--- src/rtl/keypad_pkg.sv ---
// Shared types and constants for the 4x4 keypad scanner.
// The key legend table is used only when KEYPAD_HEX_MAP_EN is defined.
package keypad_pkg;

   localparam int ROW_W = 4;
   localparam int COL_W = 4;
   localparam int IDX_W = 2;
   localparam int KEY_W = 4;

   typedef enum logic [1:0] {
      SCAN     = 2'd0,
      DEBOUNCE = 2'd1,
      HELD     = 2'd2,
      RELEASE  = 2'd3
   } state_t;

   // Printed legend indexed [row][col]; outer pattern lists row3 first, inner lists col3 first
   localparam logic [ROW_W-1:0][COL_W-1:0][KEY_W-1:0] HEX_MAP = '{
      '{4'hD, 4'hF, 4'h0, 4'hE},
      '{4'hC, 4'h9, 4'h8, 4'h7},
      '{4'hB, 4'h6, 4'h5, 4'h4},
      '{4'hA, 4'h3, 4'h2, 4'h1}
   };

   function automatic logic [IDX_W-1:0] first_low(input logic [ROW_W-1:0] rows);
      logic [IDX_W-1:0] idx;
      idx = '0;
      for (int i = ROW_W - 1; i >= 0; i--) begin
         if (!rows[i]) idx = IDX_W'(i);
      end
      return idx;
   endfunction

   function automatic logic [KEY_W-1:0] hex_key(input logic [IDX_W-1:0] row,
                                                input logic [IDX_W-1:0] col);
      return HEX_MAP[row][col];
   endfunction

endpackage

--- src/rtl/keypad_counter.sv ---
// Saturating up-counter shared by the scan dwell, press debounce and release debounce.
// Clear has priority over enable; the count stops at the terminal value instead of wrapping.
module keypad_counter #(
   parameter int CNT_W = 1
) (
   input  logic             clk,
   input  logic             reset,
   input  logic             clr,
   input  logic             en,
   input  logic [CNT_W-1:0] term,
   output logic             tc
);

   logic [CNT_W-1:0] cnt;

   assign tc = (cnt == term);

   always_ff @(posedge clk) begin
      if (reset) begin
         cnt <= '0;
      end else if (clr) begin
         cnt <= '0;
      end else if (en && !tc) begin
         cnt <= cnt + CNT_W'(1);
      end
   end

endmodule

--- src/rtl/keypad_scanner.sv ---
// 4x4 matrix keypad scanner with press/release debounce and a one-cycle accept pulse.
// Define KEYPAD_HEX_MAP_EN to report the printed legend instead of the raw {row,col} position.
module keypad_scanner
   import keypad_pkg::*;
#(
   parameter int SCAN_CYCLES     = 50000,
   parameter int DEBOUNCE_CYCLES = 100000
) (
   input  logic             clk,
   input  logic             reset,
   input  logic [ROW_W-1:0] rows_s,
   output logic [COL_W-1:0] cols,
   output logic [KEY_W-1:0] key,
   output logic             key_valid,
   output logic             key_held
);

   localparam int MAX_CYCLES = (SCAN_CYCLES > DEBOUNCE_CYCLES) ? SCAN_CYCLES : DEBOUNCE_CYCLES;
   localparam int CNT_W      = (MAX_CYCLES > 1) ? $clog2(MAX_CYCLES) : 1;
   localparam logic [CNT_W-1:0] SCAN_TERM = CNT_W'(SCAN_CYCLES - 1);
   localparam logic [CNT_W-1:0] DEB_TERM  = CNT_W'(DEBOUNCE_CYCLES - 1);

   state_t           state_q, state_d;
   logic [IDX_W-1:0] col_q, col_d;
   logic [IDX_W-1:0] row_q, row_d;
   logic [KEY_W-1:0] key_d;
   logic             kv_d, kh_d;
   logic             cnt_clr, cnt_en, tc;
   logic [CNT_W-1:0] term;
   logic             any_low, row_low;

   keypad_counter #(
      .CNT_W(CNT_W)
   ) u_counter (
      .clk  (clk),
      .reset(reset),
      .clr  (cnt_clr),
      .en   (cnt_en),
      .term (term),
      .tc   (tc)
   );

   assign cols    = ~(COL_W'(1) << col_q);
   assign any_low = (rows_s != '1);
   assign row_low = !rows_s[row_q];

   always_comb begin
      state_d = state_q;
      col_d   = col_q;
      row_d   = row_q;
      key_d   = key;
      kv_d    = 1'b0;
      kh_d    = key_held;
      cnt_clr = 1'b0;
      cnt_en  = 1'b0;
      term    = (state_q == SCAN) ? SCAN_TERM : DEB_TERM;

      case (state_q)
         SCAN: begin
            if (tc) begin
               cnt_clr = 1'b1;
               if (any_low) begin
                  row_d   = first_low(rows_s);
                  state_d = DEBOUNCE;
               end else begin
                  col_d = col_q + IDX_W'(1);
               end
            end else begin
               cnt_en = 1'b1;
            end
         end
         DEBOUNCE: begin
            if (!row_low) begin
               cnt_clr = 1'b1;
               col_d   = col_q + IDX_W'(1);
               state_d = SCAN;
            end else if (tc) begin
               cnt_clr = 1'b1;
               kv_d    = 1'b1;
               kh_d    = 1'b1;
`ifdef KEYPAD_HEX_MAP_EN
               key_d   = hex_key(row_q, col_q);
`else
               key_d   = {row_q, col_q};
`endif
               state_d = HELD;
            end else begin
               cnt_en = 1'b1;
            end
         end
         HELD: begin
            // Other rows are ignored here, so a second key on the same column cannot re-trigger
            if (!row_low) begin
               cnt_clr = 1'b1;
               state_d = RELEASE;
            end
         end
         RELEASE: begin
            if (row_low) begin
               cnt_clr = 1'b1;
            end else if (tc) begin
               cnt_clr = 1'b1;
               kh_d    = 1'b0;
               col_d   = col_q + IDX_W'(1);
               state_d = SCAN;
            end else begin
               cnt_en = 1'b1;
            end
         end
         default: begin
            cnt_clr = 1'b1;
            state_d = SCAN;
         end
      endcase
   end

   always_ff @(posedge clk) begin
      if (reset) begin
         state_q   <= SCAN;
         col_q     <= '0;
         row_q     <= '0;
         key       <= '0;
         key_valid <= 1'b0;
         key_held  <= 1'b0;
      end else begin
         state_q   <= state_d;
         col_q     <= col_d;
         row_q     <= row_d;
         key       <= key_d;
         key_valid <= kv_d;
         key_held  <= kh_d;
      end
   end

endmodule

--- config.mk ---
export PLATFORM = sky130hd
export DESIGN_NAME = keypad_scanner
export DESIGN_NICKNAME = d
export VERILOG_FILES = /design/src/rtl/keypad_pkg.sv /design/src/rtl/keypad_counter.sv /design/src/rtl/keypad_scanner.sv
export SDC_FILE = /design/constraint.sdc
export NUM_CORES = 1
export LEC_CHECK = 0
export CAP_MARGIN = 0
export CELL_PAD_IN_SITES_DETAIL_PLACEMENT = 0
export CELL_PAD_IN_SITES_GLOBAL_PLACEMENT = 2
export CORE_MARGIN = 2
export CORE_UTILIZATION = 30
export DETAILED_ROUTE_END_ITERATION = 8
export PLACE_DENSITY_LB_ADDON = 0.08
export SYNTH_ARGS = -nofsm -noshare
export SYNTH_HDL_FRONTEND = slang
export SYNTH_SLANG_ARGS = --single-unit
--- constraint.sdc ---
create_clock -name clk -period 2 [get_ports clk]
set_input_delay 0.3 -clock clk [delete_from_list [all_inputs] [get_ports clk]]
set_output_delay 0.3 -clock clk [all_outputs]
set_load 0.05 [all_outputs]
==> flow_metrics.py, run 1 <==
metrics = {
    "synth": {
        "synth_xor_area_share_pct": 10.9,
        "synth_simple_gate_area_share_pct": 27.0,
        "ys_types": 44,
        "synthCells": 172,
        "syn-num-nets": 183,
        "synth_seq_cells": 29,
        "synth_compound_area_share_pct": 8.46,
        "synthAdderAreaFrac_pct": 4.58,
        "yosys_warnings": 0,
        "syn_avg_cell_area_um2": 9.20,
        "synth.area.mux_share_pct": 6.56,
        "synth_top_family_by_area": "simple AND/OR/NAND/NOR gates",
        "netlist_area_um2": 1580,
        "ys_seq_area_share_pct": 36.7,
    },
    "final_layout": {
        "final_common_cell": "buf_4",
        "mostFrequentLayoutCells": "buf_4 (31), dfxtp_1 (29), nor2_1 (25), nand2_1 (12), clkdlybuf4s50_1 (11)",
        "drive_gt1_share_pct": 26.9,
        "post-route-cell-area_um2": 2180,
        "area_growth_syn_to_layout_pct": 37.9,
        "postLayoutCoreUtil_pct": 42.7,
        "num_antenna_cells": 0,
        "fin_nets": 229,
    },
    "place": {
        "pre_cts_slack_ps": -297,
        "dpl-instance-area_um2": 2000,
        "routabilityCongestion": 0.774,
        "dpl.hpwl_um": 2690,
        "portBuffers": 15,
    },
    "floorplanning": {
        "die_y_um": 76.6,
        "die_x_um": 76.6,
        "io_pins": 16,
        "rows": 26,
        "start_util_pct": 31.0,
        "core_um2": 5110,
        "die_area_um2": 5870,
    },
    "route": {
        "wl_per_cell_um": 13.0,
        "wl_um": 3740,
        "initialDrtViolationCount": 80,
        "drt_pre_antenna_iters": 4,
        "drc": 0,
        "vias_per_cell": 4.72,
        "dr_total_vias": 1363,
        "drtAntennaViolNets": 0,
    },
    "global_routing": {
        "grt_pass1_vias": 1280,
        "grt_overflow_total": 0,
        "grt_pass1_wl_um": 6110,
        "grt_max_degree": 18,
        "antenna_found_initial": 0,
        "grt.total_usage_pct": 13.1,
    },
    "critical_path": {
        "critical_path_class": "reg -> reg",
        "crit_path_end_kind": "flip-flop",
        "crit_path_start_kind": "flip-flop",
        "critical_path.max_fanout": 8,
        "cp_data_arrival_time_ps": 2210,
        "required_ps": 2180,
    },
    "cts": {
        "numCtsBuffers": 5,
        "cts_max_path_buffers": 2,
        "root_buffer": "clkbuf_8",
        "htree_levels": 2,
        "clkLatencyLatePin_ps": 280,
        "cts.reportedPaths.clkPinSlew_ps": 60,
        "cts.sinks": 29,
        "cts_tree": "yes",
        "post_cts_buffers": 0,
    },
    "timing": {
        "slew_headroom_pct": 64.6,
        "rsz0062_at_grt": "yes",
        "worst_slew_pin_slew_ps": 528,
        "drv_slew": 0,
        "fin_skew_ps": 7.57,
        "max_freq_mhz": 492,
        "final-hold-violation-count": 0,
        "fin_ws_ps": -31.3,
        "finalCritPeriodShare_pct": 102,
        "setup_viol": 13,
        "min_period_ps": 2030,
    },
    "status": {
        "violations": "setup timing",
        "status": "finished, violations left",
    },
    "power": {
        "leakagePower_nw": 0.845,
        "finalPower_w": 0.00121,
        "vdd_ir_drop_max_uv": 208,
        "p_per_area_nw_per_um2": 556,
    },
    "min_path": {
        "hold_class": "reg -> reg",
    },
    "flow_run": {
        "maxCapViolations": 0,
    },
}
synthesized netlist by cell type:
cell / n / share of area, %
mux2i_1: 7 / 4.4
nand2b_1: 2 / 0.79
or3_1: 2 / 0.79
buf_6: 3 / 2.1
xor2_1: 8 / 4.4
o31ai_1: 1 / 0.47
a21o_1: 1 / 0.47
buf_8: 1 / 0.95
nand4_4: 1 / 1.3
nor4bb_1: 1 / 0.63
maj3_1: 1 / 0.63
ha_1: 5 / 4.0
a311oi_1: 1 / 0.55
xnor2_1: 8 / 4.4
nand3_1: 4 / 1.3
and3_1: 2 / 0.79
nand4bb_1: 1 / 0.71
nor4b_1: 1 / 0.55
o21a_2: 1 / 0.55
mux2_2: 1 / 0.71
nor4_1: 5 / 2.0
o2111a_2: 1 / 0.79
mux4_2: 1 / 1.4
nor2_1: 25 / 5.9
a31oi_1: 1 / 0.40
inv_1: 8 / 1.9
dfxtp_1: 29 / 37
nand2b_4: 1 / 0.87
o32ai_1: 1 / 0.55
nand2_4: 1 / 0.71
o2111a_1: 1 / 0.71
nor4b_2: 1 / 0.95
nand4_1: 7 / 2.8
nand3b_1: 1 / 0.47
nand2_1: 12 / 2.8
and4_1: 1 / 0.55
clkbuf_1: 2 / 0.47
xnor2_2: 2 / 2.1
buf_2: 1 / 0.32
o21ai_0: 3 / 0.95
a21oi_1: 5 / 1.6
or4b_4: 1 / 0.87
nor3_1: 7 / 2.2
a211oi_1: 3 / 1.4
metrics by stage:
step	std cells	hold slack (ps)	TNS [ps]
floorplan	172	379	-262
global placement	279	477	-4020
detailed placement	279	490	-4430
CTS	287	502	-260
global route	289	534	-1220
finish	289	500	-243
registers in the layout, indices dropped and copies added, names as in the netlist, named ones only:
register / cells
col_q: 2
key: 4
key_held: 1
key_valid: 1
row_q: 2
state_q: 1
u_counter.cnt: 17
report_power, final:
part	switching [W]	internal, W	total (W)
combinational	0.0000444	0.0000501	0.0000945
clock	0.000222	0.000310	0.000532
sequential	0.00000254	0.000583	0.000586
path summary, 6_finish.rpt:
path,from,to,slack [ps],cells past startpoint
max,state_q[0],u_counter.cnt[11],-30,7
min,key[2],key[2],500,2
max reg2reg,state_q[0],u_counter.cnt[11],-30,7
min reg2reg,key[2],key[2],500,2
layer usage:
layer  GRT usage, %  up-vias  part of all wire (%)
met3           4.03        6                   3.6
met4           5.45        0                   1.7
li1               -      705                     -
met5              0        -                     0
met2           18.1       18                    42
met1           18.7      634                    52
critical path: stages, from the launching register on:
cell	delay [ps]
dfxtp_1	310
or4b_4	540
nor4b_2	220
o2111a_2	310
nand2b_4	160
a21o_4	170
clkbuf_16	160
nor2_1	50
repair_timing:
action,4_1_cts,5_1_grt
setup endpoints to repair,22,23
hold endpoints to repair,0,0
hold buffers,0,0
pin swaps,2,3
gates resized for setup,0,5
cloned,0,2
cell families after synthesis:
| logic type | Yosys count |
|---|---|
| compound gates | 19 |
| fa+ha+maj | 6 |
| flops | 29 |
| xor+xnor | 18 |
| buf+inv | 15 |
| mux | 9 |
| simple gates | 76 |
layout make-up:
type / count / area (um2)
Fill cell: 522 / 2930
Multi-Input combinational cell: 128 / 950
Sequential cell: 29 / 581
Timing Repair Buffer: 46 / 433
Clock buffer: 7 / 96.3
Tap cell: 70 / 87.6
Inverter: 8 / 30.0
Clock inverter: 1 / 5.00
Power figures use the tool's default switching activity.
==> run 2, diff against run 1 <==
- CAP_MARGIN: 0 -> 20
- CTS_BUF_LIST: default -> sky130_fd_sc_hd__clkbuf_8
- SLEW_MARGIN: default -> 20
==> results of run 2 <==
The final DEF is identical to that of run 1; final timing and power are the same.
==> run 3, diff against run 2 <==
- CTS_CLUSTER_SIZE: default -> 30
==> results of run 3 <==
The final DEF is identical to that of run 1; final timing and power are the same.
